## src/rtl/ga_defs_pkg.sv

```systemverilog
// Shared GA definitions: default widths, FSM encoding and LFSR constants.
package ga_defs_pkg;

  localparam int unsigned SELF_FIT_LENGTH_DEF = 10;
  localparam int unsigned IDX_WIDTH_DEF       = 8;
  localparam int unsigned LFSR_W              = 16;

  localparam logic [LFSR_W-1:0] LFSR_MASK         = 16'hB400;
  localparam logic [LFSR_W-1:0] LFSR_DEFAULT_SEED = 16'hACE1;

  typedef enum logic [2:0] {
    ST_IDLE,
    ST_COLLECT,
    ST_SEL_A,
    ST_SEL_B,
    ST_CMP,
    ST_OUT,
    ST_DONE
  } sel_state_e;

  // One step of the right-shifting Galois LFSR.
  function automatic logic [LFSR_W-1:0] lfsr_next(input logic [LFSR_W-1:0] v);
    return (v >> 1) ^ (v[0] ? LFSR_MASK : '0);
  endfunction

endpackage

```

## src/rtl/ga_lfsr16.sv

```systemverilog
// 16-bit Galois LFSR with seed load; a zero seed falls back to the default seed.
module ga_lfsr16
  import ga_defs_pkg::*;
(
  input  logic              clk_i,
  input  logic              rst_n,
  input  logic              load,
  input  logic [LFSR_W-1:0] seed,
  input  logic              step,
  output logic [LFSR_W-1:0] value
);

  logic [LFSR_W-1:0] value_q, value_d;

  // Next LFSR value: load has priority over stepping.
  always_comb begin
    value_d = value_q;
    if (load) begin
      value_d = (seed == '0) ? LFSR_DEFAULT_SEED : seed;
    end else if (step) begin
      value_d = lfsr_next(value_q);
    end
  end

  // LFSR state register.
  always_ff @(posedge clk_i or negedge rst_n) begin
    if (!rst_n) value_q <= LFSR_DEFAULT_SEED;
    else        value_q <= value_d;
  end

  assign value = value_q;

endmodule

```

## src/rtl/tournament_select.sv

```systemverilog
// Fitness capture, elite tracking and binary-tournament parent selection.
module tournament_select
  import ga_defs_pkg::*;
#(
  parameter int unsigned SELF_FIT_LENGTH   = SELF_FIT_LENGTH_DEF,
  parameter int unsigned LATTICE_LENGTH    = 11,
  parameter int unsigned PARTICLE_LENGTH   = 2,
  parameter int unsigned INDIVIDUAL_LENGTH = LATTICE_LENGTH * PARTICLE_LENGTH,
  parameter int unsigned POP_SIZE          = 50,
  parameter int unsigned IDX_WIDTH         = IDX_WIDTH_DEF
) (
  input  logic                         clk_i,
  input  logic                         rst_n,
  input  logic                         gen_start_i,
  input  logic                         seed_load_i,
  input  logic [LFSR_W-1:0]            seed_i,
  input  logic                         in_valid_i,
  input  logic [SELF_FIT_LENGTH-1:0]   fitness_i,
  input  logic [INDIVIDUAL_LENGTH-1:0] individual_vec_i,
  input  logic [IDX_WIDTH-1:0]         ind_idx_i,
  input  logic                         parent_ready_i,
  output logic                         parent_valid_ff_o,
  output logic [IDX_WIDTH-1:0]         parent_idx_ff_o,
  output logic [SELF_FIT_LENGTH-1:0]   best_energy_ff_o,
  output logic [INDIVIDUAL_LENGTH-1:0] best_individual_ff_o,
  output logic [IDX_WIDTH-1:0]         best_idx_ff_o,
  output logic                         select_done_ff_o,
  output logic                         busy_ff_o
);

  localparam int unsigned CNT_W  = IDX_WIDTH + 1;
  localparam int unsigned SLOT_W = (POP_SIZE > 1) ? $clog2(POP_SIZE) : 1;
  localparam logic [CNT_W-1:0] POP_CNT = CNT_W'(POP_SIZE);

  sel_state_e state_q, state_d;
  logic [SELF_FIT_LENGTH-1:0]   fit_rf_q [POP_SIZE];
  logic [SELF_FIT_LENGTH-1:0]   fit_rf_d [POP_SIZE];
  logic [POP_SIZE-1:0]          slot_vld_q, slot_vld_d;
  logic [CNT_W-1:0]             recv_cnt_q, recv_cnt_d;
  logic [CNT_W-1:0]             parent_cnt_q, parent_cnt_d;
  logic [IDX_WIDTH-1:0]         cand_a_q, cand_a_d;
  logic [IDX_WIDTH-1:0]         cand_b_q, cand_b_d;
  logic                         parent_valid_q, parent_valid_d;
  logic [IDX_WIDTH-1:0]         parent_idx_q, parent_idx_d;
  logic [SELF_FIT_LENGTH-1:0]   best_energy_q, best_energy_d;
  logic [INDIVIDUAL_LENGTH-1:0] best_ind_q, best_ind_d;
  logic [IDX_WIDTH-1:0]         best_idx_q, best_idx_d;
  logic                         select_done_q, select_done_d;
  logic                         busy_q, busy_d;

  logic [LFSR_W-1:0]    lfsr_val_c;
  logic [IDX_WIDTH-1:0] cand_c;
  logic                 cand_ok_c;
  logic                 wr_ok_c;
  logic [SLOT_W-1:0]    slot_c;
  logic                 lfsr_load_c;
  logic                 lfsr_step_c;
  logic                 unused_lfsr_c;

  // Random source for candidate draws; advances only while drawing.
  assign lfsr_load_c = (state_q == ST_IDLE) && seed_load_i;
  assign lfsr_step_c = (state_q == ST_SEL_A) || (state_q == ST_SEL_B);

  ga_lfsr16 u_lfsr (
    .clk_i (clk_i),
    .rst_n (rst_n),
    .load  (lfsr_load_c),
    .seed  (seed_i),
    .step  (lfsr_step_c),
    .value (lfsr_val_c)
  );

  assign cand_c        = lfsr_val_c[IDX_WIDTH-1:0];
  assign unused_lfsr_c = ^lfsr_val_c[LFSR_W-1:IDX_WIDTH];
  assign cand_ok_c     = {1'b0, cand_c} < POP_CNT;
  assign wr_ok_c       = (state_q == ST_COLLECT) && in_valid_i && ({1'b0, ind_idx_i} < POP_CNT);
  assign slot_c        = SLOT_W'(ind_idx_i);

  // Next-state, register-file, elite and handshake logic.
  always_comb begin
    state_d        = state_q;
    fit_rf_d       = fit_rf_q;
    slot_vld_d     = slot_vld_q;
    recv_cnt_d     = recv_cnt_q;
    parent_cnt_d   = parent_cnt_q;
    cand_a_d       = cand_a_q;
    cand_b_d       = cand_b_q;
    parent_valid_d = parent_valid_q;
    parent_idx_d   = parent_idx_q;
    best_energy_d  = best_energy_q;
    best_ind_d     = best_ind_q;
    best_idx_d     = best_idx_q;
    select_done_d  = 1'b0;

    unique case (state_q)
      ST_IDLE: begin
        if (gen_start_i) begin
          slot_vld_d    = '0;
          recv_cnt_d    = '0;
          parent_cnt_d  = '0;
          best_energy_d = '1;
          best_ind_d    = '0;
          best_idx_d    = '0;
          state_d       = ST_COLLECT;
        end
      end
      ST_COLLECT: begin
        if (wr_ok_c) begin
          fit_rf_d[slot_c] = fitness_i;
          if (!slot_vld_q[slot_c]) begin
            slot_vld_d[slot_c] = 1'b1;
            recv_cnt_d         = recv_cnt_q + CNT_W'(1);
          end
          if (fitness_i < best_energy_q) begin
            best_energy_d = fitness_i;
            best_ind_d    = individual_vec_i;
            best_idx_d    = ind_idx_i;
          end
        end
        if (recv_cnt_q == POP_CNT) state_d = ST_SEL_A;
      end
      ST_SEL_A: begin
        if (cand_ok_c) begin
          cand_a_d = cand_c;
          state_d  = ST_SEL_B;
        end
      end
      ST_SEL_B: begin
        if (cand_ok_c) begin
          cand_b_d = cand_c;
          state_d  = ST_CMP;
        end
      end
      ST_CMP: begin
        // Strictly lower energy wins; ties go to the first candidate.
        parent_idx_d   = (fit_rf_q[SLOT_W'(cand_b_q)] < fit_rf_q[SLOT_W'(cand_a_q)]) ? cand_b_q : cand_a_q;
        parent_valid_d = 1'b1;
        state_d        = ST_OUT;
      end
      ST_OUT: begin
        if (parent_ready_i) begin
          parent_valid_d = 1'b0;
          parent_cnt_d   = parent_cnt_q + CNT_W'(1);
          if ((parent_cnt_q + CNT_W'(1)) == POP_CNT) begin
            state_d       = ST_DONE;
            select_done_d = 1'b1;
          end else begin
            state_d = ST_SEL_A;
          end
        end
      end
      ST_DONE: begin
        state_d = ST_IDLE;
      end
      default: begin
        state_d = ST_IDLE;
      end
    endcase

    busy_d = (state_d != ST_IDLE);
  end

  // State and datapath registers.
  always_ff @(posedge clk_i or negedge rst_n) begin
    if (!rst_n) begin
      state_q        <= ST_IDLE;
      for (int unsigned i = 0; i < POP_SIZE; i++) fit_rf_q[i] <= '0;
      slot_vld_q     <= '0;
      recv_cnt_q     <= '0;
      parent_cnt_q   <= '0;
      cand_a_q       <= '0;
      cand_b_q       <= '0;
      parent_valid_q <= 1'b0;
      parent_idx_q   <= '0;
      best_energy_q  <= '0;
      best_ind_q     <= '0;
      best_idx_q     <= '0;
      select_done_q  <= 1'b0;
      busy_q         <= 1'b0;
    end else begin
      state_q        <= state_d;
      fit_rf_q       <= fit_rf_d;
      slot_vld_q     <= slot_vld_d;
      recv_cnt_q     <= recv_cnt_d;
      parent_cnt_q   <= parent_cnt_d;
      cand_a_q       <= cand_a_d;
      cand_b_q       <= cand_b_d;
      parent_valid_q <= parent_valid_d;
      parent_idx_q   <= parent_idx_d;
      best_energy_q  <= best_energy_d;
      best_ind_q     <= best_ind_d;
      best_idx_q     <= best_idx_d;
      select_done_q  <= select_done_d;
      busy_q         <= busy_d;
    end
  end

  assign parent_valid_ff_o    = parent_valid_q;
  assign parent_idx_ff_o      = parent_idx_q;
  assign best_energy_ff_o     = best_energy_q;
  assign best_individual_ff_o = best_ind_q;
  assign best_idx_ff_o        = best_idx_q;
  assign select_done_ff_o     = select_done_q;
  assign busy_ff_o            = busy_q;

endmodule

```

## config.mk

```make
export PLATFORM = sky130hd
export DESIGN_NAME = tournament_select
export DESIGN_NICKNAME = d
export VERILOG_FILES = /design/src/rtl/ga_defs_pkg.sv /design/src/rtl/ga_lfsr16.sv /design/src/rtl/tournament_select.sv
export SDC_FILE = /design/constraint.sdc
export NUM_CORES = 1
export LEC_CHECK = 0
export CORE_UTILIZATION = 60
export DETAILED_ROUTE_END_ITERATION = 16
export PLACE_DENSITY_LB_ADDON = 0.05
export RECOVER_POWER = 100
export SKIP_CTS_REPAIR_TIMING = 1
export SYNTH_ARGS = -nofsm -noshare
export SYNTH_HDL_FRONTEND = slang
export SYNTH_SLANG_ARGS = --single-unit
```

## constraint.sdc

```tcl
create_clock -name clk_i -period 7.1 [get_ports clk_i]
set_input_delay 1.42 -clock clk_i [delete_from_list [all_inputs] [get_ports clk_i]]
set_output_delay 1.42 -clock clk_i [all_outputs]
set_load 0.01 [all_outputs]
```

Word level (Yosys, flattened, before mapping)
Index checks and enable logic that the tools add are counted.

Bits in registers: 654. Bits in latches: 0. Bits in writable memories: 0. Memory bits (read-only): 0. Input port bits: 62. Logic and storage cells: 165. Memories: 0.

Add/subtract/negate cells: 2. $mul: 0. Div/mod/pow operators: 0. Order comparisons: 10. Equality and inequality tests: 12. Shifts and indexed selects: 0. Mux-type cells: 52. Bitwise operators: 5. Reduce and logical (&&, ||, !) cells: 20.

Operator list (count): $bwmux W500 (1); $mux W50 (3); $bmux W10 S6 (2); $pmux W50 S2 (1); $mux W10 (8); $mux W22 (3); $mux W16 (4); $demux W10 S6 (1); $or A50 B50 Y50 (1); $pmux W22 S2 (1); $mux W9 (4); $pmux W9 S2 (2); $mux W8 (4); $ge A7 B7 Y1 const B (3); $not A6 Y7 (3); $lt A10 B10 Y1 (2); $pmux W10 S2 (1); $add A9 B1 Y9 const B (2); $eq A9 B6 Y1 const B (2); $mux W3 (6); $pmux W3 S6 (1); $logic_not A16 Y1 (1); $lt A8 B6 Y1 const B (2); $pmux W8 S2 (1); 21 further kinds (42).

Logic depth before layout (Yosys ltp)
Gate-level depths: netlist of the first run.

Depth after elaboration: 8. Depth in mapped cells: 21. Mapped depth without buffers: 17.

Hierarchy
A second synthesis of the first run with hierarchy kept.

Cell total of the unflattened synthesis: 2621. Area total of the unflattened synthesis: 34524.4 µm².

Modules (own cells, without submodules): tournament_select (instances 1, cells each 2550, area each 33687.3 µm²); ga_lfsr16 (instances 1, cells each 71, area each 837.1 µm²).

Worst setup path before layout of the first run
OpenSTA, ideal clock, no wires.

Path kind: flip-flop to flip-flop. From: register cand_b_q[0]. To: register parent_idx_q[1], in the netlist parent_idx_ff_o[1]. Library setup time: 137 ps. Arrival: 3683 ps. Required time: 6963 ps. Setup slack: 3280 ps. Cell stages (with the launch flop): 18. Clock period less this slack: 3820 ps. Cells stage by stage: dfrtp_1 > buf_6 > buf_6 > buf_2 > mux4_2 > mux4_2 > inv_1 > o22ai_1 > nand2_1 > o41ai_1 > ha_1 > nand3_1 > nor3_1 > nand3b_1 > o22a_2 > nand4_4 > mux2i_1 > a21oi_1.

Word-level cells in the longest chain between the ends: 6.

Ends and longest elaborated chain: from (decl) (RTL line tournament_select.sv:42) `logic [IDX_WIDTH-1:0] cand_b_q, cand_b_d;`; from (signal assigned) (RTL line tournament_select.sv:187) `cand_b_q <= cand_b_d;`; $not A6 Y7 (not written as such) (RTL line tournament_select.sv:136) `parent_idx_d = (fit_rf_q[SLOT_W'(cand_b_q)] < fit_rf_q[SLOT_W'(cand_a_q)]) ? cand_b_q : cand_a_q;`; $bmux W10 S6 (RTL line tournament_select.sv:136); $mux W10 (not written as such) (2 in a row) (RTL line tournament_select.sv:136); $lt A10 B10 Y1 (RTL line tournament_select.sv:136); $mux W8 (RTL line tournament_select.sv:136); to (signal assigned) (RTL line tournament_select.sv:189) `parent_idx_q <= parent_idx_d;`; to (decl) (RTL line tournament_select.sv:44) `logic [IDX_WIDTH-1:0] parent_idx_q, parent_idx_d;`.

No other way between the ends. The select of a mux whose other input is x is not followed. A chain may end at the register's enable or synchronous reset.

Final worst setup path of the first run
From: register cand_a_q[1]. To: register parent_idx_q[3], in the netlist parent_idx_ff_o[3].

Word-level cells in the longest chain between the ends: 6.

Ends and longest elaborated chain: from (decl) (RTL line tournament_select.sv:41) `logic [IDX_WIDTH-1:0] cand_a_q, cand_a_d;`; from (signal assigned) (RTL line tournament_select.sv:186) `cand_a_q <= cand_a_d;`; $not A6 Y7 (not written as such) (RTL line tournament_select.sv:136); $bmux W10 S6 (RTL line tournament_select.sv:136); $mux W10 (not written as such) (2 in a row) (RTL line tournament_select.sv:136); $lt A10 B10 Y1 (RTL line tournament_select.sv:136); $mux W8 (RTL line tournament_select.sv:136).

No other way between the ends. The select of a mux whose other input is x is not followed.

==> run metrics, run 1 <==
status=complete, but fails checks; failing checks=capacitance limit, slew limit; fin crit share=around 84%; area leader, netlist=dfrtp_1; TNS Setup=0 ns; hold wc startpoint=slot_vld_q[7]; Pre-antenna DRT Iters=6; CP Capture Type=flop; Max Freq=168 MHz; Max H-tree Level=3; Period minus WS final=5.96 ns; Setup CP Type=reg -> reg; cells along the critical path=nand2b_1 -> o221ai_1 -> o22ai_1 -> o32ai_1 -> a21oi_1 -> ha_1 -> nand4_1 -> nor3_1 -> nand3b_1 -> o22a_2 -> nand4_4 -> mux2i_1 -> a21oi_1; hold slack final=0.474 ns; antenna-violating nets left=0; Inserted Clock Buffers=73; die width=about 240 µm; Boundary Pins=roughly 110; nets@finish=around 2,700; Synth Cell Area=around 35,000 µm²; IO Port Bufs=112; Worst Hold Path EP=slot_vld_q[7]; Total Die Area=59,700 µm²; vias in the first global route=24,800; most frequent cell after synthesis=dfrtp_1; PwrDens=236 nW/µm²; final hold vios=0; Core ar.=roughly 58,000 µm²; Synth Warn #=0; Residual DRC=0; antenna violations before repair=3; TritonCTS clock tree=yes; flop2flop setup slack=1.14 ns; routed vias/inst=6.85; wire per inst=between 20 and 30 µm; flop and latch count out of synthesis=654; Slew @ Worst Pin=3.21 ns; Syn Area/Cell=13.4 µm²; main area contributors after synthesis=dfrtp_1, mux2_2, mux4_2; clock sink count=roughly 650; HP Class=reg -> reg; Slew Viols, Final=313; die height=244 µm; CTS root buf=clkbuf_16; DP HPWL=63.0 mm; CP arrival=6.41 ns; largest net degree at the start of global routing=between 150 and 200; Initial Util=60.9%; Seq/Total Area, Yosys=about 46%; Worst Path Required=7.55 ns; Max VDD drop=0.214 mV; Vias=about 24,000; share of cells above drive strength 1=34.5%; R2R Path End=parent_idx_ff_o[3]; Global Route Usage Sum=34.7%; share of synthesized flip-flops with an asynchronous set or reset=100%; worst reg2reg startpoint=cand_a_q[1]; starting DRC count in detailed routing=2,105; gr ovfl total=0; gp weighted congestion=0.891; Rows=88; Worst setup SP type=flop; slowest cell on the critical path=nand2b_1; first-pass GRT wire length=approximately 160 mm; crit path max fanout=48; Worst path most repeated cell=a21oi_1; Synth cell types=a little under 80; diode count=0; Layout fillers=4,262; Syn Inst Count=approximately 2,600; Lkg Pwr=17.0 nW; slowest stage delay, CP=approximately 1.1 ns; worst clock skew=about 0.014 ns; RSZ-0062 raised after global routing=false; ys flop type=dfrtp_1; EDFF count, synth=0; Routed WL=100 mm; CTS clk-pin slew, worst paths=~0.060 ns; max_cap viols=10; Slew HR=-114%; WP buf/inv=0; post-synth top area share=a little under half; Hold Path Stages=2; Max clock buf depth=3; Reg2Reg Depth=13; Final Setup Violations=0; syn_nets=2,722; cell family with most CP delay=compound AO/OA/AOI/OAI gates; Clock Latency Late Sink=about 0.63 ns; top post-synthesis cells by count=dfrtp_1, mux2_2, mux4_2; Area growth, synth to finish=10.1%
==> layout by cell type, fill, tap and decap left out, types with 45 or more instances in the layout <==
master           count
nand2_1            152
nor2_1             128
clkbuf_16           79
mux2i_1            194
inv_1               52
o21ai_0             51
o221ai_1            51
mux4_2             210
mux2_2             515
a21oi_1             65
dlygate4sd3_1       56
clkdlybuf4s50_1     45
dfrtp_1            638
==> kinds of logic (layout without fill, tap and decap cells) <==
kind of cell | count (synthesis) | after routing | synth area share (%)
mux | 926 | 926 | 35.6
compound gates | 319 | 319 | 6.81
xor+xnor | 10 | 10 | 0.248
fa+ha+maj | 22 | 22 | 0.781
flops | 654 | 654 | 46.4
buf+inv | 268 | 342 | 3.77
simple gates | 439 | 439 | 6.34
==> how the worst max path moves through the flow <==
stage                            from                  to  slack [ns]  cells after the start
final                     cand_a_q[1]  parent_idx_ff_o[3]        1.14                     13
after floorplan           cand_b_q[0]  parent_idx_ff_o[1]        3.28                     17
after global placement    cand_b_q[1]  parent_idx_ff_o[3]        1.84                     17
after global routing      cand_a_q[1]  parent_idx_ff_o[1]        0.85                     13
after CTS                 cand_b_q[1]  parent_idx_ff_o[6]        1.74                     16
after detailed placement  cand_b_q[1]  parent_idx_ff_o[6]        1.77                     16
==> state kept, by name, summed over array words and instances (netlist names), 8 cells and up <==
signal	count
best_idx_ff_o	8
parent_cnt_q	9
slot_vld_q	50
best_energy_ff_o	10
recv_cnt_q	9
u_lfsr.value	16
fit_rf_q	500
best_individual_ff_o	22
cand_b_q	8
cand_a_q	8
parent_idx_ff_o	8
==> stage by stage <==
| step | worst slack [ns] | power, W | instance area, µm² | utilization [%] | instances |
|---|---|---|---|---|---|
| 3_5_place_dp | 1.77 | 0.00524 | 36600 | 63.2 | 3345 |
| 5_1_grt | 0.847 | 0.00949 | 38800 | 67.0 | 3477 |
| 2_1_floorplan | 3.28 | 0.00471 | 35300 | - | 2638 |
| 3_3_place_gp | 1.84 | 0.00520 | 36600 | 63.2 | 3345 |
| 4_1_cts | 1.74 | 0.00929 | 39200 | 67.7 | 3477 |
| 6_report | 1.14 | 0.00917 | 38800 | 67.0 | 3477 |
==> worst register-to-register path, cell delays in order, from the launching register on <==
cell and delay [ns]:
dfrtp_4 0.95, nand2b_1 1.13, o221ai_1 0.65, o22ai_1 0.22, o32ai_1 0.81, a21oi_1 0.18, ha_1 0.35, nand4_1 0.10
nor3_1 0.43, nand3b_1 0.16, o22a_2 0.27, nand4_4 0.23, mux2i_1 0.23, a21oi_1 0.09
==> final cells by class <==
type	count	area [µm²]	area share, %
clock inverters	21	337	0.867
repair buffers	158	1460	3.77
inverters	52	195	0.503
multi-input cells	1716	17200	44.4
flip-flops and latches	654	16400	42.2
well taps	765	957	2.47
clock buffers	111	2250	5.79
==> where the power goes <==
part / switching [W] / leakage [nW] / internal (W)
logic: 0.000505 / 6.87 / 0.000464
clock network: 0.00155 / 1.27 / 0.00251
registers: 0.000165 / 8.90 / 0.00398
==> layer usage <==
layer	share of wire, %	vias to the layer above	GRT usage [%]
li1	-	9993	-
met1	41	12600	47.6
met2	47	993	53.7
met3	7.8	265	7.43
met4	4.2	4	14.8
met5	0.023	-	0
No activity file was read; power rests on OpenSTA's default activity.
==> run 2: changes to the inputs <==
--- a/config.mk
+++ b/config.mk
@@ -5,7 +5,7 @@
 export SDC_FILE = /design/constraint.sdc
 export NUM_CORES = 1
 export LEC_CHECK = 0
-export CORE_UTILIZATION = 60
+export CORE_UTILIZATION = 56
 export DETAILED_ROUTE_END_ITERATION = 16
 export PLACE_DENSITY_LB_ADDON = 0.05
 export RECOVER_POWER = 100
==> constraint.sdc (replaced) <==
create_clock -name clk_i -period 5.3 [get_ports clk_i]
set_input_delay 1.06 -clock clk_i [delete_from_list [all_inputs] [get_ports clk_i]]
set_output_delay 1.06 -clock clk_i [all_outputs]
set_load 0.01 [all_outputs]
==> run 2 against run 1 <==
Net effect: the flow still finishes with violations (capacitance limit, slew limit); first-iteration DRC count increased by 6.5%; largest power group unchanged; utilization decreased by 3.7 points; maximum frequency increased by 18%; hold slack got worse by 0.00095 ns; clock power increased by 30%; critical endpoint is now parent_idx_ff_o[2].
==> run metrics, run 2 (same netlist as run 1, synthesis figures left out) <==
clock share of power=43.4%; sequential power share=45.7%; Global Route Usage Sum=33.4%; Final Setup Violations=0; Lkg Pwr=between 15 and 20 nW; DP HPWL=between 60 and 70 mm; max_cap viols=7; Combinational Power Share=10.9%; first-pass GRT wire length=158 mm; HP Class=reg -> reg; antenna-violating nets left=0; Max Freq=197 MHz; nets@finish=around 2,800; Max VDD drop=0.287 mV; Period minus WS final=5.07 ns; max reg flops=500; gp weighted congestion=0.898; Switch Pwr=0.00301 W; starting DRC count in detailed routing=2,241; crit path max fanout=16; worst clock skew=~0.017 ns; Power Internal=between 0.009 and 0.01 W; fin crit share=95.7%; RSZ-0062 raised after global routing=false; Rows=91; share of cells above drive strength 1=35.6%; Setup CP Type=reg -> reg; vias in the first global route=approximately 25,000; CTS root buf=clkbuf_16; IO Port Bufs=112; clock sink count=roughly 650; CP Capture Type=flop; Worst Path Required=roughly 5.8 ns; final hold vios=0; gr ovfl total=0; CTS clk-pin slew, worst paths=0.06 ns; Boundary Pins=roughly 110; Max clock buf depth=3; TNS Setup=0 ns; Area growth, synth to finish=11.3%; Inserted Clock Buffers=73; Slew HR=-105%; status=complete, but fails checks; Top reg by flops=fit_rf_q; Core ar.=61,900 µm²; Initial Util=56.9%; Max H-tree Level=3; Layout fillers=about 4,800; TritonCTS clock tree=yes; Post-Place Cell Area=around 37,000 µm²; commonest non-fill, non-tap cells in the layout=dfrtp_1, mux2_2, mux4_2, mux2i_1, nand2_1; Slew @ Worst Pin=3.08 ns; switch share=24.8%; post-route cell area=39,200 µm²; Vias=23,800; routed vias/inst=6.61; largest net degree at the start of global routing=130; die height=253 µm; failing checks=capacitance limit, slew limit; antenna violations before repair=4; CP arrival=5.52 ns; Routed WL=a little over 100 mm; PwrDens=310 nW/µm²; wire per inst=28.7 µm; Pre-antenna DRT Iters=6; Residual DRC=0; Total Die Area=64,000 µm²; Clock Latency Late Sink=0.63 ns; Worst setup SP type=flop; die width=roughly 250 µm; most common cell after layout, fill and taps aside=dfrtp_1; Slew Viols, Final=about 270
-- run 2: stage by stage --
stage / std cells / setup slack [ns] / utilization [%] / hold WS [ns] / power (W)
floorplan: 2638 / 1.48 / - / 0.438 / 0.00631
global placement: 3472 / 0.389 / 60.0 / 0.451 / 0.00700
detailed placement: 3472 / 0.253 / 60.0 / 0.466 / 0.00706
CTS: 3603 / 0.236 / 64.1 / 0.478 / 0.0123
global route: 3604 / 0.0804 / 63.4 / 0.503 / 0.0126
finish: 3604 / 0.228 / 63.4 / 0.473 / 0.0122
-- run 2: cell type report --
class                           instances  area, µm²  share of cell area, %
Antenna cell                            1       2.50                0.00638
Clock buffer                          110       2260                   5.77
Clock inverter                         21        234                  0.596
Inverter                               52        195                  0.497
Multi-Input combinational cell       1716      17300                   44.0
Sequential cell                       654      16400                   41.8
Tap cell                              837       1050                   2.67
Timing Repair Buffer                  213       1850                   4.72
-- run 2: worst paths after layout --
kind                              startpoint            endpoint  slack [ns]  cells after the start
min in group asynchronous              rst_n     parent_cnt_q[0]        1.41                      1
min reg2reg                parent_valid_ff_o   parent_valid_ff_o        0.47                      1
max reg2reg                      cand_b_q[2]  parent_idx_ff_o[2]        0.23                     15
max                              cand_b_q[2]  parent_idx_ff_o[2]        0.23                     15
max in group asynchronous              rst_n       fit_rf_q[109]        0.84                      2
min                        parent_valid_ff_o   parent_valid_ff_o        0.47                      1
-- run 2: worst max-delay path, cell delays in order (launching register included) --
cell	delay [ns]
dfrtp_2	0.61
or2_1	0.57
buf_4	0.32
buf_4	0.22
o221ai_1	0.56
o22ai_1	0.23
o41ai_1	0.55
ha_1	0.25
nand4_1	0.10
nor3_1	0.44
nand4b_1	0.15
a21oi_1	0.19
nor2_1	0.10
nand4_4	0.23
mux2i_1	0.27
a21oi_1	0.09
-- run 2: metal layers --
| metal | vias to the layer above | track usage (%) | wire [µm] |
|---|---|---|---|
| met2 | 943 | 51.4 | 48200 |
| met5 | - | 0.309 | 11 |
| met3 | 212 | 7.62 | 8270 |
| li1 | 10100 | - | - |
| met1 | 12600 | 46.0 | 43200 |
| met4 | 2 | 13.4 | 3710 |
-- run 2: power groups by stage --
stage / clock (W) / sequential [W] / combinational, W
2_1_floorplan: 0 / 0.00566 / 0.000651
3_3_place_gp: 0 / 0.00562 / 0.00137
3_5_place_dp: 0 / 0.00564 / 0.00141
4_1_cts: 0.00534 / 0.00556 / 0.00142
5_1_grt: 0.00554 / 0.00559 / 0.00145
6_report: 0.00528 / 0.00555 / 0.00133
